[src/rtl/morse_pkg.sv]
// Shared definitions for the Morse link: character codes, timing multipliers and
// the encoder state encoding.
package morse_pkg;

    localparam logic [5:0] CH_0         = 6'd0;
    localparam logic [5:0] CH_A         = 6'd10;
    localparam logic [5:0] CH_SPACE     = 6'd36;
    localparam logic [5:0] CH_MAX_VALID = 6'd36;

    localparam int unsigned DOT_U      = 1;
    localparam int unsigned DASH_U     = 3;
    localparam int unsigned ELEM_GAP_U = 1;
    localparam int unsigned CHAR_GAP_U = 3;
    localparam int unsigned WORD_GAP_U = 7;

    typedef enum logic [2:0] {
        StIdle,
        StMark,
        StGap,
        StCharGap,
        StWordGap,
        StErr
    } state_e;

endpackage

[src/rtl/morse_rom.sv]
// Character code to Morse element table. pat is sent LSB first; 1 = dash, 0 = dot.
// Codes outside 0-35 return len 0.
module morse_rom
    import morse_pkg::*;
(
    input  logic [5:0] code,
    output logic [2:0] len,
    output logic [4:0] pat
);

    always_comb begin
        len = 3'd0;
        pat = 5'b00000;
        case (code)
            6'd0:  begin len = 3'd5; pat = 5'b11111; end
            6'd1:  begin len = 3'd5; pat = 5'b11110; end
            6'd2:  begin len = 3'd5; pat = 5'b11100; end
            6'd3:  begin len = 3'd5; pat = 5'b11000; end
            6'd4:  begin len = 3'd5; pat = 5'b10000; end
            6'd5:  begin len = 3'd5; pat = 5'b00000; end
            6'd6:  begin len = 3'd5; pat = 5'b00001; end
            6'd7:  begin len = 3'd5; pat = 5'b00011; end
            6'd8:  begin len = 3'd5; pat = 5'b00111; end
            6'd9:  begin len = 3'd5; pat = 5'b01111; end
            6'd10: begin len = 3'd2; pat = 5'b00010; end // A
            6'd11: begin len = 3'd4; pat = 5'b00001; end
            6'd12: begin len = 3'd4; pat = 5'b00101; end
            6'd13: begin len = 3'd3; pat = 5'b00001; end
            6'd14: begin len = 3'd1; pat = 5'b00000; end
            6'd15: begin len = 3'd4; pat = 5'b00100; end
            6'd16: begin len = 3'd3; pat = 5'b00011; end
            6'd17: begin len = 3'd4; pat = 5'b00000; end
            6'd18: begin len = 3'd2; pat = 5'b00000; end
            6'd19: begin len = 3'd4; pat = 5'b01110; end
            6'd20: begin len = 3'd3; pat = 5'b00101; end
            6'd21: begin len = 3'd4; pat = 5'b00010; end
            6'd22: begin len = 3'd2; pat = 5'b00011; end
            6'd23: begin len = 3'd2; pat = 5'b00001; end
            6'd24: begin len = 3'd3; pat = 5'b00111; end
            6'd25: begin len = 3'd4; pat = 5'b00110; end
            6'd26: begin len = 3'd4; pat = 5'b01011; end
            6'd27: begin len = 3'd3; pat = 5'b00010; end
            6'd28: begin len = 3'd3; pat = 5'b00000; end
            6'd29: begin len = 3'd1; pat = 5'b00001; end
            6'd30: begin len = 3'd3; pat = 5'b00100; end
            6'd31: begin len = 3'd4; pat = 5'b01000; end
            6'd32: begin len = 3'd3; pat = 5'b00110; end
            6'd33: begin len = 3'd4; pat = 5'b01001; end
            6'd34: begin len = 3'd4; pat = 5'b01101; end
            6'd35: begin len = 3'd4; pat = 5'b00011; end // Z
            default: begin len = 3'd0; pat = 5'b00000; end
        endcase
    end

endmodule

[src/rtl/morse_encoder.sv]
// Morse transmitter: accepts one character per valid/ready handshake and keys it
// out on key_out with a square-wave buzzer tone during marks.
module morse_encoder
    import morse_pkg::*;
#(
    parameter int unsigned UNIT_CYCLES = 12_500_000,
    parameter int unsigned TONE_DIV    = 25_000
) (
    input  logic       clk,
    input  logic       rst,
    input  logic [5:0] char_in,
    input  logic       valid,
    output logic       ready,
    output logic       key_out,
    output logic       buzzer,
    output logic       busy,
    output logic       done,
    output logic       err
);

    localparam int unsigned CW = $clog2(WORD_GAP_U * UNIT_CYCLES);
    localparam int unsigned TW = (TONE_DIV > 1) ? $clog2(TONE_DIV) : 1;

    localparam logic [CW-1:0] DOT_END  = CW'(DOT_U * UNIT_CYCLES - 1);
    localparam logic [CW-1:0] DASH_END = CW'(DASH_U * UNIT_CYCLES - 1);
    localparam logic [CW-1:0] GAP_END  = CW'(ELEM_GAP_U * UNIT_CYCLES - 1);
    localparam logic [CW-1:0] CHAR_END = CW'(CHAR_GAP_U * UNIT_CYCLES - 1);
    localparam logic [CW-1:0] WORD_END = CW'(WORD_GAP_U * UNIT_CYCLES - 1);
    localparam logic [TW-1:0] TONE_END = TW'(TONE_DIV - 1);

    state_e        state_q, state_d;
    logic [CW-1:0] cnt_q, cnt_d;
    logic [TW-1:0] tone_q, tone_d;
    logic [2:0]    elem_q, elem_d;
    logic [5:0]    char_q, char_d;

    logic ready_q, ready_d;
    logic key_q, key_d;
    logic buzz_q, buzz_d;
    logic done_q, done_d;
    logic err_q, err_d;

    logic [2:0]    rom_len;
    logic [4:0]    rom_pat;
    logic [CW-1:0] mark_end;
    logic          last_elem;

    morse_rom u_rom (
        .code (char_q),
        .len  (rom_len),
        .pat  (rom_pat)
    );

    assign mark_end  = rom_pat[elem_q] ? DASH_END : DOT_END;
    assign last_elem = (elem_q == rom_len - 3'd1);

    always_comb begin
        state_d = state_q;
        cnt_d   = cnt_q;
        elem_d  = elem_q;
        char_d  = char_q;

        unique case (state_q)
            StIdle: begin
                if (valid) begin
                    char_d = char_in;
                    cnt_d  = '0;
                    elem_d = 3'd0;
                    if (char_in < CH_SPACE) begin
                        state_d = StMark;
                    end else if (char_in == CH_SPACE) begin
                        state_d = StWordGap;
                    end else begin
                        state_d = StErr;
                    end
                end
            end
            StMark: begin
                if (cnt_q == mark_end) begin
                    cnt_d   = '0;
                    state_d = last_elem ? StCharGap : StGap;
                end else begin
                    cnt_d = cnt_q + 1'b1;
                end
            end
            StGap: begin
                if (cnt_q == GAP_END) begin
                    cnt_d   = '0;
                    elem_d  = elem_q + 3'd1;
                    state_d = StMark;
                end else begin
                    cnt_d = cnt_q + 1'b1;
                end
            end
            StCharGap: begin
                if (cnt_q == CHAR_END) begin
                    cnt_d   = '0;
                    state_d = StIdle;
                end else begin
                    cnt_d = cnt_q + 1'b1;
                end
            end
            StWordGap: begin
                if (cnt_q == WORD_END) begin
                    cnt_d   = '0;
                    state_d = StIdle;
                end else begin
                    cnt_d = cnt_q + 1'b1;
                end
            end
            StErr: begin
                state_d = StIdle;
            end
            default: begin
                state_d = StIdle;
                cnt_d   = '0;
            end
        endcase
    end

    // Outputs are registered from next-state values so they line up with state_q.
    always_comb begin
        tone_d  = '0;
        buzz_d  = 1'b0;
        ready_d = (state_d == StIdle);
        key_d   = (state_d == StMark);
        err_d   = (state_d == StErr);
        done_d  = ((state_d == StCharGap) && (cnt_d == CHAR_END)) ||
                  ((state_d == StWordGap) && (cnt_d == WORD_END));

        if (state_d == StMark) begin
            if (state_q != StMark) begin
                buzz_d = 1'b1;
            end else if (tone_q == TONE_END) begin
                buzz_d = ~buzz_q;
            end else begin
                tone_d = tone_q + 1'b1;
                buzz_d = buzz_q;
            end
        end
    end

    always_ff @(posedge clk or negedge rst) begin
        if (!rst) begin
            state_q <= StIdle;
            cnt_q   <= '0;
            tone_q  <= '0;
            elem_q  <= 3'd0;
            char_q  <= 6'd0;
            ready_q <= 1'b1;
            key_q   <= 1'b0;
            buzz_q  <= 1'b0;
            done_q  <= 1'b0;
            err_q   <= 1'b0;
        end else begin
            state_q <= state_d;
            cnt_q   <= cnt_d;
            tone_q  <= tone_d;
            elem_q  <= elem_d;
            char_q  <= char_d;
            ready_q <= ready_d;
            key_q   <= key_d;
            buzz_q  <= buzz_d;
            done_q  <= done_d;
            err_q   <= err_d;
        end
    end

    assign ready   = ready_q;
    assign busy    = ~ready_q;
    assign key_out = key_q;
    assign buzzer  = buzz_q;
    assign done    = done_q;
    assign err     = err_q;

endmodule

[config.mk]
export PLATFORM = sky130hd
export DESIGN_NAME = morse_encoder
export DESIGN_NICKNAME = d
export VERILOG_FILES = /design/src/rtl/morse_pkg.sv /design/src/rtl/morse_rom.sv /design/src/rtl/morse_encoder.sv
export SDC_FILE = /design/constraint.sdc
export NUM_CORES = 1
export LEC_CHECK = 0
export CAP_MARGIN = 40
export CORE_UTILIZATION = 50
export CTS_CLUSTER_DIAMETER = 100
export DETAILED_ROUTE_END_ITERATION = 12
export PLACE_DENSITY = 0.67
export SETUP_SLACK_MARGIN = 0.02
export SYNTH_ARGS = -nofsm -noshare
export SYNTH_HDL_FRONTEND = slang
export SYNTH_SLANG_ARGS = --single-unit
[constraint.sdc]
create_clock -name clk -period 8.5 [get_ports clk]
set_clock_uncertainty 0.05 [all_clocks]
set_input_delay 1.275 -clock clk [delete_from_list [all_inputs] [get_ports clk]]
set_output_delay 1.275 -clock clk [all_outputs]
set_load 0.01 [all_outputs]
==> metrics <==
Critical Path Max Stage Delay=0.56 ns; number of enable flip-flop cells after synthesis=0; Fill cells=740; worst skew pair latency=0.35 ns; via count=3838; Fin Setup TNS=0 ns; gr usage total=0.260; vias per cell=6.30; largest net degree at the start of global routing=60; post-CTS setup buffers=0; WP buf/inv=1; share of post-route cells with drive strength above 1=0.0789; Overflow after GRT=0; Max IR drop VDD=0.122 mV; total CTS buffers=9; CTS tree=yes; period utilization=0.496; final hold violations=0; NetSw=0.000551 W; crit path capture type=register; switch share=0.414; Worst-Margin Slew=0.834 ns; multi-input logic area=2470 um^2; Crit path required time=8.69 ns; Starting DRT DRC Count=243; Layout area overhead=10.9%; power share of the clock group=0.245; Reg area=1480 um^2; clock slew at reported path FFs=0.07 ns; port bufs=14; die width=92.9 um; IO Count=15; commonest non-fill, non-tap cells in the layout=nand2_1 (60), dfrtp_1 (58), o21ai_0 (41), nor2_1 (35), a21oi_1 (29); total inserted antenna cells=0; Logic pwr share=0.406; Core Util, Final=0.584; sequential power share=0.349; commonest non-fill, non-tap cell in the layout=nand2_1; CTS Sinks=59; drt total wl=10400 um; Mapped Nets=515; Cells after Synth=494; Die Y=92.9 um; number of remaining DRC errors=0; Core Area=7850 um^2; cell area after synthesis=4130 um^2; 1st-pass router iterations=5; setup repair after global routing missed its margin=no; cell internal pwr=0.000779 W; Fmax achieved=237 MHz; Pleak=1.91 nW; drt wl/cell=17.0 um; FFs w/ async S/R, synth=1.00; Initial Util=0.527; setup violators final=0; global placer's final weighted congestion=0.906; HP Class=register to register; Gates resized, CTS repair=0; cts hold-fix bufs=0; Post-DRT Antenna Nets=0; Distinct cells, synth=65; Critical Path, Cell by Cell=inv_1 -> ha_1 -> and3b_1 -> o311ai_1 -> a311oi_1 -> or4_1 -> o311ai_2 -> o21a_2 -> o21ai_0 -> a21o_1 -> or4b_1 -> a2111oi_2; Main synth FF type=dfrtp_1; register bit total from synthesis=59; max capacitance violation total=0; Avg Cell Area, Syn=8.37 um^2; warnings from Yosys=0; WS Path Type=register to register; Seq/Total Area, Yosys=0.358; crit path DAT=4.40 ns; CP Max Fanout=24; Slowest-stage cell, CP=or4_1; Slew headroom=0.439; ratio of total power to cell area=290 nW/um^2; critical path's top delay family=compound AO/OA/AOI/OAI gates; vias in the first global route=3562; Final Slew Violations=0; min cycle time layout=4.21 ns; Root Driver=clkbuf_8; antenna violations before repair=0; die area=8630 um^2; H-tree Lvls=3; NumNets Final=523; Clock Path Buffers=2; Rows=32; Startpoint Class=register; first-pass GRT wire length=17400 um; outcome=completed; DP HPWL=7350 um
[power by group through the flow]
stage / logic, W / registers, W / clock network (W)
global placement: 0.000526 / 0.000466 / 0
global route: 0.000599 / 0.000479 / 0.000343
CTS: 0.000535 / 0.000462 / 0.000332
floorplan: 0.000464 / 0.000401 / 0
detailed placement: 0.000531 / 0.000467 / 0
finish: 0.000540 / 0.000465 / 0.000325
[stage by stage]
step                      instances  instance area (um^2)  setup WS (ns)  total power (W)  hold WS (ns)
after floorplan                 494                  4130           4.95         0.000865         0.383
after global placement          592                  4330           4.41         0.000992         0.397
after detailed placement        593                  4330           4.33         0.000999         0.406
after CTS                       609                  4580           4.31          0.00133         0.416
after global routing            609                  4580           3.98          0.00142         0.440
final                           609                  4580           4.29          0.00133         0.412
[worst reg2reg max path, stage by stage, from the launching register on]
cell	delay, ns
dfrtp_1	0.51
inv_1	0.18
ha_1	0.29
and3b_1	0.19
o311ai_1	0.26
a311oi_1	0.11
or4_1	0.57
o311ai_2	0.32
o21a_2	0.44
o21ai_0	0.16
a21o_1	0.21
or4b_1	0.49
a2111oi_2	0.35
[path summary, 6_finish.rpt]
| path | from | end | slack (ns) | depth (start not counted) |
|---|---|---|---|---|
| setup / recovery | char_q[1] | done | 4.29 | 12 |
| hold / removal | tone_q[0] | tone_q[0] | 0.41 | 1 |
| max in group asynchronous | rst | elem_q[1] | 6.86 | 2 |
| min in group asynchronous | rst | char_q[0] | 1.01 | 2 |
| hold reg to reg | tone_q[0] | tone_q[0] | 0.41 | 1 |
| setup reg to reg | char_q[1] | done | 4.29 | 12 |
[Yosys cell counts (3+ instances only)]
library cell   n  area (um^2)
o211a_1        3         30.0
xor2_1        11         96.3
nor4_1         8         50.1
o2111ai_1      5         43.8
inv_1         27          101
or2_2          4         25.0
nor3_1        12         60.1
a31oi_1        5         31.3
nor4b_1        7         61.3
o21ai_0       41          205
dfrtp_1       58         1450
a21oi_1       29          145
ha_1          12          150
and3_1        16          100
nor2b_1        6         37.5
nand4b_1       3         26.3
o211ai_1       3         22.5
and2_1         5         31.3
nand3b_1       3         22.5
nand3_1       17         85.1
and4_1         5         43.8
nor2_1        35          131
nand2b_1       6         37.5
a21o_1         4         30.0
clkbuf_1      14         52.6
mux2i_1        5         50.1
or3_1         13         81.3
nand2_1       60          225
nand4_1       13         81.3
mux2_2         4         45.0
a2bb2oi_1      4         35.0
xnor2_1       11         96.3
a311oi_1       5         43.8
buf_2          4         20.0
[cells by family (layout without fill, tap and decap cells)]
family                   after synthesis  in the layout  synth area share
buffers and inverters                 47             60            0.0466
AO/OA/AOI/OAI                        120            120             0.189
adder cells (fa/ha/maj)               12             12            0.0363
flip-flops                            59             59             0.358
XOR/XNOR                              22             22            0.0466
multiplexers                          10             10            0.0285
AND/OR/NAND/NOR                      224            224             0.295
[layout make-up]
cell class                 count  share of cell area
tap                          102              0.0278
multi-input combinational    388               0.539
clock buffer                  10              0.0300
timing repair buffer          17              0.0344
clock inverter                 6              0.0246
inverter                      27              0.0221
sequential                    59               0.322
[layer usage]
layer | part of all wire | routed length [um] | global-route usage
met1 | 0.45 | 4670 | 0.352
met2 | 0.47 | 4880 | 0.412
met3 | 0.064 | 668 | 0.0501
met4 | 0.016 | 163 | 0.0949
met5 | 0 | 0 | 0
[state kept, by name (all words and copies together) (netlist names)]
signal	flops
done	1
tone_q	15
ready	1
buzzer	1
key_out	1
elem_q	3
err	1
char_q	6
cnt_q	27
state_q	3
Power figures use the tool's default switching activity.
